### src/rtl/mmio_uart.sv
// mmio_uart: memory-mapped 8N1 UART on the peripheral bus, 16-byte register window at BASE.
// Latency: writes commit at the clock edge, reads are combinational; txd falls 2 cycles after a TXDATA write.
// Backpressure: none on the bus; a TXDATA write to a full FIFO is dropped and sets tx_ovf. Receiver built only with MMIO_UART_RX_EN.
module mmio_uart #(
  parameter logic [31:0] BASE        = 32'hC000_0000,
  parameter int          TX_DEPTH    = 4,
  parameter logic [15:0] DEFAULT_DIV = 16'd434
) (
  input  logic        clock,
  input  logic        reset,
  input  logic [31:0] paddr,
  output logic [31:0] pread,
  input  logic [31:0] pwrite,
  input  logic        pread_req,
  input  logic        pwrite_req,
  input  logic [2:0]  psize,
  output logic        txd,
  input  logic        rxd
);
  localparam int AW = $clog2(TX_DEPTH);

  typedef enum logic [1:0] {TX_IDLE, TX_START, TX_DATA, TX_STOP} tx_state_e;

  // Bus decode; byte lanes and access size are irrelevant, every access covers a whole register.
  logic       hit, wr_hit, rd_hit, txdata_wr, status_wr, div_wr;
  logic [1:0] sel;
  assign hit       = (paddr[31:4] == BASE[31:4]);
  assign sel       = paddr[3:2];
  assign wr_hit    = pwrite_req && hit;
  assign rd_hit    = pread_req && hit;
  assign txdata_wr = wr_hit && (sel == 2'd0);
  assign status_wr = wr_hit && (sel == 2'd2);
  assign div_wr    = wr_hit && (sel == 2'd3);

  logic [15:0] div_q, eff_div;
  assign eff_div = (div_q == 16'd0) ? 16'd1 : div_q;

  // TX FIFO with one extra pointer bit to tell full from empty.
  logic [7:0]  fifo_mem_q [TX_DEPTH];
  logic [AW:0] wr_ptr_q, rd_ptr_q;
  logic        fifo_full, fifo_empty, push, pop;
  logic [7:0]  fifo_head;
  assign fifo_empty = (wr_ptr_q == rd_ptr_q);
  assign fifo_full  = (wr_ptr_q[AW] != rd_ptr_q[AW]) && (wr_ptr_q[AW-1:0] == rd_ptr_q[AW-1:0]);
  assign push       = txdata_wr && !fifo_full;
  assign fifo_head  = fifo_mem_q[rd_ptr_q[AW-1:0]];

  tx_state_e   tx_state_q, tx_state_d;
  logic [15:0] tx_cnt_q, tx_cnt_d;
  logic [2:0]  tx_bit_q, tx_bit_d;
  logic [7:0]  tx_shift_q, tx_shift_d;
  logic        txd_q, txd_d, tx_ovf_q, tx_ovf_d, tx_busy;
  assign tx_busy = (tx_state_q != TX_IDLE);
  assign txd     = txd_q;

  // FIFO storage needs no reset: the pointers define what is valid.
  always_ff @(posedge clock) begin
    if (push) fifo_mem_q[wr_ptr_q[AW-1:0]] <= pwrite[7:0];
  end

  // Bus-visible registers, FIFO pointers and TX state.
  always_ff @(posedge clock) begin
    if (reset) begin
      div_q      <= DEFAULT_DIV;
      wr_ptr_q   <= '0;
      rd_ptr_q   <= '0;
      tx_state_q <= TX_IDLE;
      tx_cnt_q   <= '0;
      tx_bit_q   <= '0;
      tx_shift_q <= '0;
      txd_q      <= 1'b1;
      tx_ovf_q   <= 1'b0;
    end else begin
      if (div_wr) div_q <= pwrite[15:0];
      if (push) wr_ptr_q <= wr_ptr_q + 1'b1;
      if (pop) rd_ptr_q <= rd_ptr_q + 1'b1;
      tx_state_q <= tx_state_d;
      tx_cnt_q   <= tx_cnt_d;
      tx_bit_q   <= tx_bit_d;
      tx_shift_q <= tx_shift_d;
      txd_q      <= txd_d;
      tx_ovf_q   <= tx_ovf_d;
    end
  end

  // TX next state: each state lasts eff_div clocks; STOP chains straight into START when more data waits.
  always_comb begin
    tx_state_d = tx_state_q;
    tx_cnt_d   = tx_cnt_q;
    tx_bit_d   = tx_bit_q;
    tx_shift_d = tx_shift_q;
    pop        = 1'b0;
    txd_d      = 1'b1;
    tx_ovf_d   = (tx_ovf_q && !(status_wr && pwrite[5])) || (txdata_wr && fifo_full);
    case (tx_state_q)
      TX_IDLE: begin
        if (!fifo_empty) begin
          pop        = 1'b1;
          tx_shift_d = fifo_head;
          tx_cnt_d   = eff_div - 16'd1;
          tx_state_d = TX_START;
        end
      end
      TX_START: begin
        txd_d = 1'b0;
        if (tx_cnt_q == 16'd0) begin
          tx_cnt_d   = eff_div - 16'd1;
          tx_bit_d   = 3'd0;
          tx_state_d = TX_DATA;
        end else begin
          tx_cnt_d = tx_cnt_q - 16'd1;
        end
      end
      TX_DATA: begin
        txd_d = tx_shift_q[0];
        if (tx_cnt_q == 16'd0) begin
          tx_cnt_d   = eff_div - 16'd1;
          tx_shift_d = {1'b0, tx_shift_q[7:1]};
          if (tx_bit_q == 3'd7) tx_state_d = TX_STOP;
          else                  tx_bit_d   = tx_bit_q + 3'd1;
        end else begin
          tx_cnt_d = tx_cnt_q - 16'd1;
        end
      end
      TX_STOP: begin
        if (tx_cnt_q == 16'd0) begin
          if (!fifo_empty) begin
            pop        = 1'b1;
            tx_shift_d = fifo_head;
            tx_cnt_d   = eff_div - 16'd1;
            tx_state_d = TX_START;
          end else begin
            tx_state_d = TX_IDLE;
          end
        end else begin
          tx_cnt_d = tx_cnt_q - 16'd1;
        end
      end
      default: tx_state_d = TX_IDLE;
    endcase
  end

  logic        rx_valid_bit, rx_ovr_bit;
  logic [31:0] rxdata_rd;

`ifdef MMIO_UART_RX_EN
  typedef enum logic [1:0] {RX_IDLE, RX_START, RX_DATA, RX_STOP} rx_state_e;

  rx_state_e   rx_state_q, rx_state_d;
  logic        rx_s1_q, rx_s2_q, rx_s3_q, rx_done, rx_rd;
  logic [15:0] rx_cnt_q, rx_cnt_d;
  logic [2:0]  rx_bit_q, rx_bit_d;
  logic [7:0]  rx_shift_q, rx_shift_d, rx_byte_q, rx_byte_d;
  logic        rx_valid_q, rx_valid_d, rx_ovr_q, rx_ovr_d;
  assign rx_rd        = rd_hit && (sel == 2'd1);
  assign rx_valid_bit = rx_valid_q;
  assign rx_ovr_bit   = rx_ovr_q;
  assign rxdata_rd    = {23'b0, rx_valid_q, rx_byte_q};

  // Input synchronizer (s1, s2) plus one history flop for falling-edge detection, and RX state.
  always_ff @(posedge clock) begin
    if (reset) begin
      rx_s1_q    <= 1'b1;
      rx_s2_q    <= 1'b1;
      rx_s3_q    <= 1'b1;
      rx_state_q <= RX_IDLE;
      rx_cnt_q   <= '0;
      rx_bit_q   <= '0;
      rx_shift_q <= '0;
      rx_byte_q  <= '0;
      rx_valid_q <= 1'b0;
      rx_ovr_q   <= 1'b0;
    end else begin
      rx_s1_q    <= rxd;
      rx_s2_q    <= rx_s1_q;
      rx_s3_q    <= rx_s2_q;
      rx_state_q <= rx_state_d;
      rx_cnt_q   <= rx_cnt_d;
      rx_bit_q   <= rx_bit_d;
      rx_shift_q <= rx_shift_d;
      rx_byte_q  <= rx_byte_d;
      rx_valid_q <= rx_valid_d;
      rx_ovr_q   <= rx_ovr_d;
    end
  end

  // RX next state: half-bit wait to mid-start, then sample every eff_div clocks; flags follow a finished frame.
  always_comb begin
    rx_state_d = rx_state_q;
    rx_cnt_d   = rx_cnt_q;
    rx_bit_d   = rx_bit_q;
    rx_shift_d = rx_shift_q;
    rx_done    = 1'b0;
    case (rx_state_q)
      RX_IDLE: begin
        if (rx_s3_q && !rx_s2_q) begin
          rx_cnt_d   = eff_div >> 1;
          rx_state_d = RX_START;
        end
      end
      RX_START: begin
        if (rx_cnt_q == 16'd0) begin
          if (rx_s2_q) begin
            rx_state_d = RX_IDLE;
          end else begin
            rx_cnt_d   = eff_div - 16'd1;
            rx_bit_d   = 3'd0;
            rx_state_d = RX_DATA;
          end
        end else begin
          rx_cnt_d = rx_cnt_q - 16'd1;
        end
      end
      RX_DATA: begin
        if (rx_cnt_q == 16'd0) begin
          rx_shift_d = {rx_s2_q, rx_shift_q[7:1]};
          rx_cnt_d   = eff_div - 16'd1;
          if (rx_bit_q == 3'd7) rx_state_d = RX_STOP;
          else                  rx_bit_d   = rx_bit_q + 3'd1;
        end else begin
          rx_cnt_d = rx_cnt_q - 16'd1;
        end
      end
      RX_STOP: begin
        if (rx_cnt_q == 16'd0) begin
          rx_done    = rx_s2_q;
          rx_state_d = RX_IDLE;
        end else begin
          rx_cnt_d = rx_cnt_q - 16'd1;
        end
      end
      default: rx_state_d = RX_IDLE;
    endcase

    rx_byte_d  = rx_byte_q;
    rx_valid_d = rx_valid_q;
    rx_ovr_d   = rx_ovr_q && !(status_wr && pwrite[4]);
    if (rx_done) begin
      if (rx_valid_q && !rx_rd) begin
        rx_ovr_d = 1'b1;
      end else begin
        rx_byte_d  = rx_shift_q;
        rx_valid_d = 1'b1;
      end
    end else if (rx_rd) begin
      rx_valid_d = 1'b0;
    end
  end
`else
  logic unused_rx;
  assign unused_rx    = rxd;
  assign rx_valid_bit = 1'b0;
  assign rx_ovr_bit   = 1'b0;
  assign rxdata_rd    = '0;
`endif

  logic unused_bus;
  assign unused_bus = ^{psize, paddr[1:0], pwrite[31:16]};

  // Read mux: zero unless a read strobe hits the window.
  always_comb begin
    pread = '0;
    if (rd_hit) begin
      case (sel)
        2'd1:    pread = rxdata_rd;
        2'd2:    pread = {26'b0, tx_ovf_q, rx_ovr_bit, rx_valid_bit, tx_busy, fifo_empty, fifo_full};
        2'd3:    pread = {16'b0, div_q};
        default: pread = '0;
      endcase
    end
  end
endmodule

### config.mk
export PLATFORM = sky130hd
export DESIGN_NAME = mmio_uart
export DESIGN_NICKNAME = d
export VERILOG_FILES = /design/src/rtl/mmio_uart.sv
export SDC_FILE = /design/constraint.sdc
export NUM_CORES = 1
export LEC_CHECK = 0
export ABC_AREA = 1
export CAP_MARGIN = 10
export CORE_UTILIZATION = 24
export CTS_CLUSTER_SIZE = 12
export DETAILED_ROUTE_END_ITERATION = 6
export GPL_TIMING_DRIVEN = 0
export PLACE_DENSITY_LB_ADDON = 0.12
export SLEW_MARGIN = 10
export SYNTH_ARGS = -nofsm -noshare
export SYNTH_HDL_FRONTEND = slang
export SYNTH_SLANG_ARGS = --single-unit
export TNS_END_PERCENT = 20
### constraint.sdc
create_clock -name clock -period 2.2 [get_ports clock]
set_clock_uncertainty 0.15 [all_clocks]
set_input_delay 0.44 -clock clock [delete_from_list [all_inputs] [get_ports clock]]
set_output_delay 0.44 -clock clock [all_outputs]
set_load 0.03 [all_outputs]
==> results.cfg <==
[status]
outcome = finished with violations
failed_checks = setup timing

[clock_tree]
clk_latency_ps = 350
numCtsBuffers = 9
cts_tree = built
ctsLongestPathBuffers = 2
clkTransAtPathRegs_ps = 70
cts_root_buf = clkbuf_16
htreeDepth = 3
cts_hold_buf = 0
cts.sinks = 87

[global_route]
grt.overflow.total = 0
antenna_found_initial = 0
grt_max_degree = 17
gr-usage-met2_pct = 27.2
met1_usage_pct = 20.7
top_usage_layer = met2
grt_pass1_vias = 4994
grt_first_pass_wirelength_mm = 27.6
grt_use_met3_pct = 3.05
grt_use_total_pct = 16.2

[critical_path]
slowest_delay_ps = 270
startpoint_type = input port
slowest_stage = nor4_1
worstSetupPathType = input port to output port
crit_chain = clkdlybuf4s15_1 -> nor4_1 -> nand3b_1 -> nor2_2 -> nand2_4 -> clkbuf_16 -> nor3_4 -> buf_6
critPathTopFamily = simple AND/OR/NAND/NOR gates
required_ps = 1610
r2r_start = div_q[2]$_SDFFE_PP0P_
cp-end-kind = output port
r2r-end = tx_cnt_q[10]$_SDFF_PP0_
path_buf_inv = 3
crit_path_max_fanout = 7
reg2regPathDepth = 17
crit_arrival_ps = 1790
regToRegSetupSlack_ps = -80

[synthesis]
yosysWarnings = 0
synth_common_cells = nand2_1, inv_1, nor2_1
ys_ff_latch = 87
syn_area_per_cell_um2 = 7.47
synth_area_leaders = dfxtp_1, edfxtp_1, nand2_1
yosysMostFrequentCell = nand2_1
synth_flop_cell = dfxtp_1
syn-cell-area_um2 = 5370
yosysTopAreaCellShare_pct = 20.5
yosys.area.top_type = dfxtp_1
synth_cell_types = 48
synth-async-reset-ratio_pct = 0
synth_edf_count = 32
ys_seq_area_share_pct = 38.4
netlist_instances = 719

[detailed_routing]
num_vias = 5074
routed_wl_mm = 17.9
first_pass_iters = 4
wl_per_cell_um = 16.0
vias_per_cell = 4.54
initialDrtViolationCount = 208
drc_errors = 0
ant_nets = 0

[timing]
slew_viol_final = 0
rsz0062_at_grt = true
hold_viol = 0
setup_viol = 24
maxSlewHeadroom_pct = 46.4
setup_slack_ps = -183
finalCritPeriodShare_pct = 108
max_freq_ghz = 0.420
worstMarginPinSlew_ps = 805
period_minus_slack_ps = 2380

[power_and_ir_drop]
peakVddDrop_mv = 0.408
leakagePower_nw = 3.15
p_per_area_nw_per_um2 = 780
total_power_mw = 5.85

[place]
dp_slack_ps = -1240
portBuffers = 65
gp_congestion = 0.823
place_hpwl_mm = 13.1

[layout]
final_layout_size_suffix_gt1_share_pct = 28.1
antennaDiodeCount = 0
nets = 918
area_delta_synth_final_pct = 39.7

[die]
die_w_um = 152
dieArea_um2 = 23000
die_h_um = 152
ios = 105
core_um2 = 21900
initial_core_util_pct = 24.5
row_count = 54

[min_path]
hold_end = txd$_SDFF_PP1_
min_from = tx_shift_q[0]$_SDFFE_PP0P_
hold_depth = 2
hp-class = flop to flop

[run]
maxCapViolations = 0
worst max-delay path by stage:
stage | startpoint | endpoint | slack [ps] | cells past startpoint
2_1_floorplan | paddr[13] | pread[15] | -120 | 5
3_3_place_gp | paddr[13] | pread[11] | -1320 | 8
3_5_place_dp | paddr[13] | pread[11] | -1240 | 8
4_1_cts | paddr[10] | pread[10] | -250 | 8
5_1_grt | paddr[27] | pread[14] | -260 | 8
6_report | paddr[20] | pread[10] | -180 | 8
cell usage in the layout (no fill, tap or decap), drive strengths merged, types with 2 or more instances in the layout:
cell and instances:
nor2 81, clkbuf 24, nand4 12, o221ai 6
nand3 53, xnor2 4, a32o 3, nor4 6
inv 85, nand2 159, o21ai 57, clkdlybuf4s50 21
o211ai 15, buf 79, dlygate4sd2 4, clkinvlp 2
edfxtp 32, clkdlybuf4s15 8, or2 2, nor3 16
ha 14, a22oi 3, clkinv 6, conb 16
dfxtp 55, a21oi 50, xor2 17
layout make-up:
class | instances | area [um2]
fillers | 2399 | 14400
multi-input cells | 520 | 3320
flip-flops and latches | 87 | 2090
repair buffers | 88 | 802
well taps | 280 | 350
inverters | 87 | 342
plain buffers | 39 | 292
clock buffers | 9 | 225
clock inverters | 7 | 77.6
stage by stage:
| step | setup TNS (ps) | cells | cell area (um2) | hold slack (ps) | utilization (%) |
|---|---|---|---|---|---|
| final | -2630 | 1117 | 7500 | 314 | 34.3 |
| after global routing | -7190 | 1117 | 7500 | 343 | 34.3 |
| after CTS | -2570 | 1105 | 7140 | 326 | 32.6 |
| after detailed placement | -60370 | 1079 | 6540 | 314 | 29.9 |
| after global placement | -64020 | 1079 | 6540 | 316 | 29.9 |
| after floorplan | -2470 | 734 | 5530 | 292 | - |
sequential cells by signal (all words and copies together) (netlist names), named ones only:
register / flops
tx_cnt_q: 16
tx_bit_q: 3
txd: 1
tx_state_q: 2
tx_ovf_q: 1
rd_ptr_q: 3
wr_ptr_q: 3
tx_shift_q: 8
div_q: 16
fifo_mem_q: 32
where the power goes:
group          leakage (nW)  switching [mW]  internal [mW]  total [mW]
Combinational          2.26            1.50          0.825        2.32
Clock                 0.147           0.724          0.894        1.62
Sequential            0.738           0.112           1.80        1.91
Total                  3.15            2.34           3.52        5.85
tightest hold or removal path: cells and delay by family, from the launching register on:
kind | cells | cell delay [ps]
AOI/OAI and AO/OA | 1 | 70
buffers and inverters | 1 | 40
DFF | 1 | 310
timing repair:
action / in CTS / in global routing
cloned: 1 / 0
endpoints found under the setup margin: 58 / 80
resized for setup: 263 / 81
setup buffers: 9 / 13
pin swaps: 19 / 24
cell families (layout without fill, tap and decap cells):
family / count (synthesis) / count (layout) / share of synthesized area [%]
XOR/XNOR: 21 / 21 / 3.43
flip-flops: 87 / 87 / 38.4
other: 1 / 16 / 0.0699
adder cells (fa/ha/maj): 14 / 14 / 3.26
buffers and inverters: 127 / 230 / 10.5
AO/OA/AOI/OAI: 138 / 138 / 15.6
AND/OR/NAND/NOR: 331 / 331 / 28.7
layer usage:
layer	vias up	part of all wire, %
met5	-	0
met4	0	2.1
met3	23	4.6
met2	94	48
met1	2359	46
li1	2598	-
Note: power is estimated with default switching activity, not from simulation.
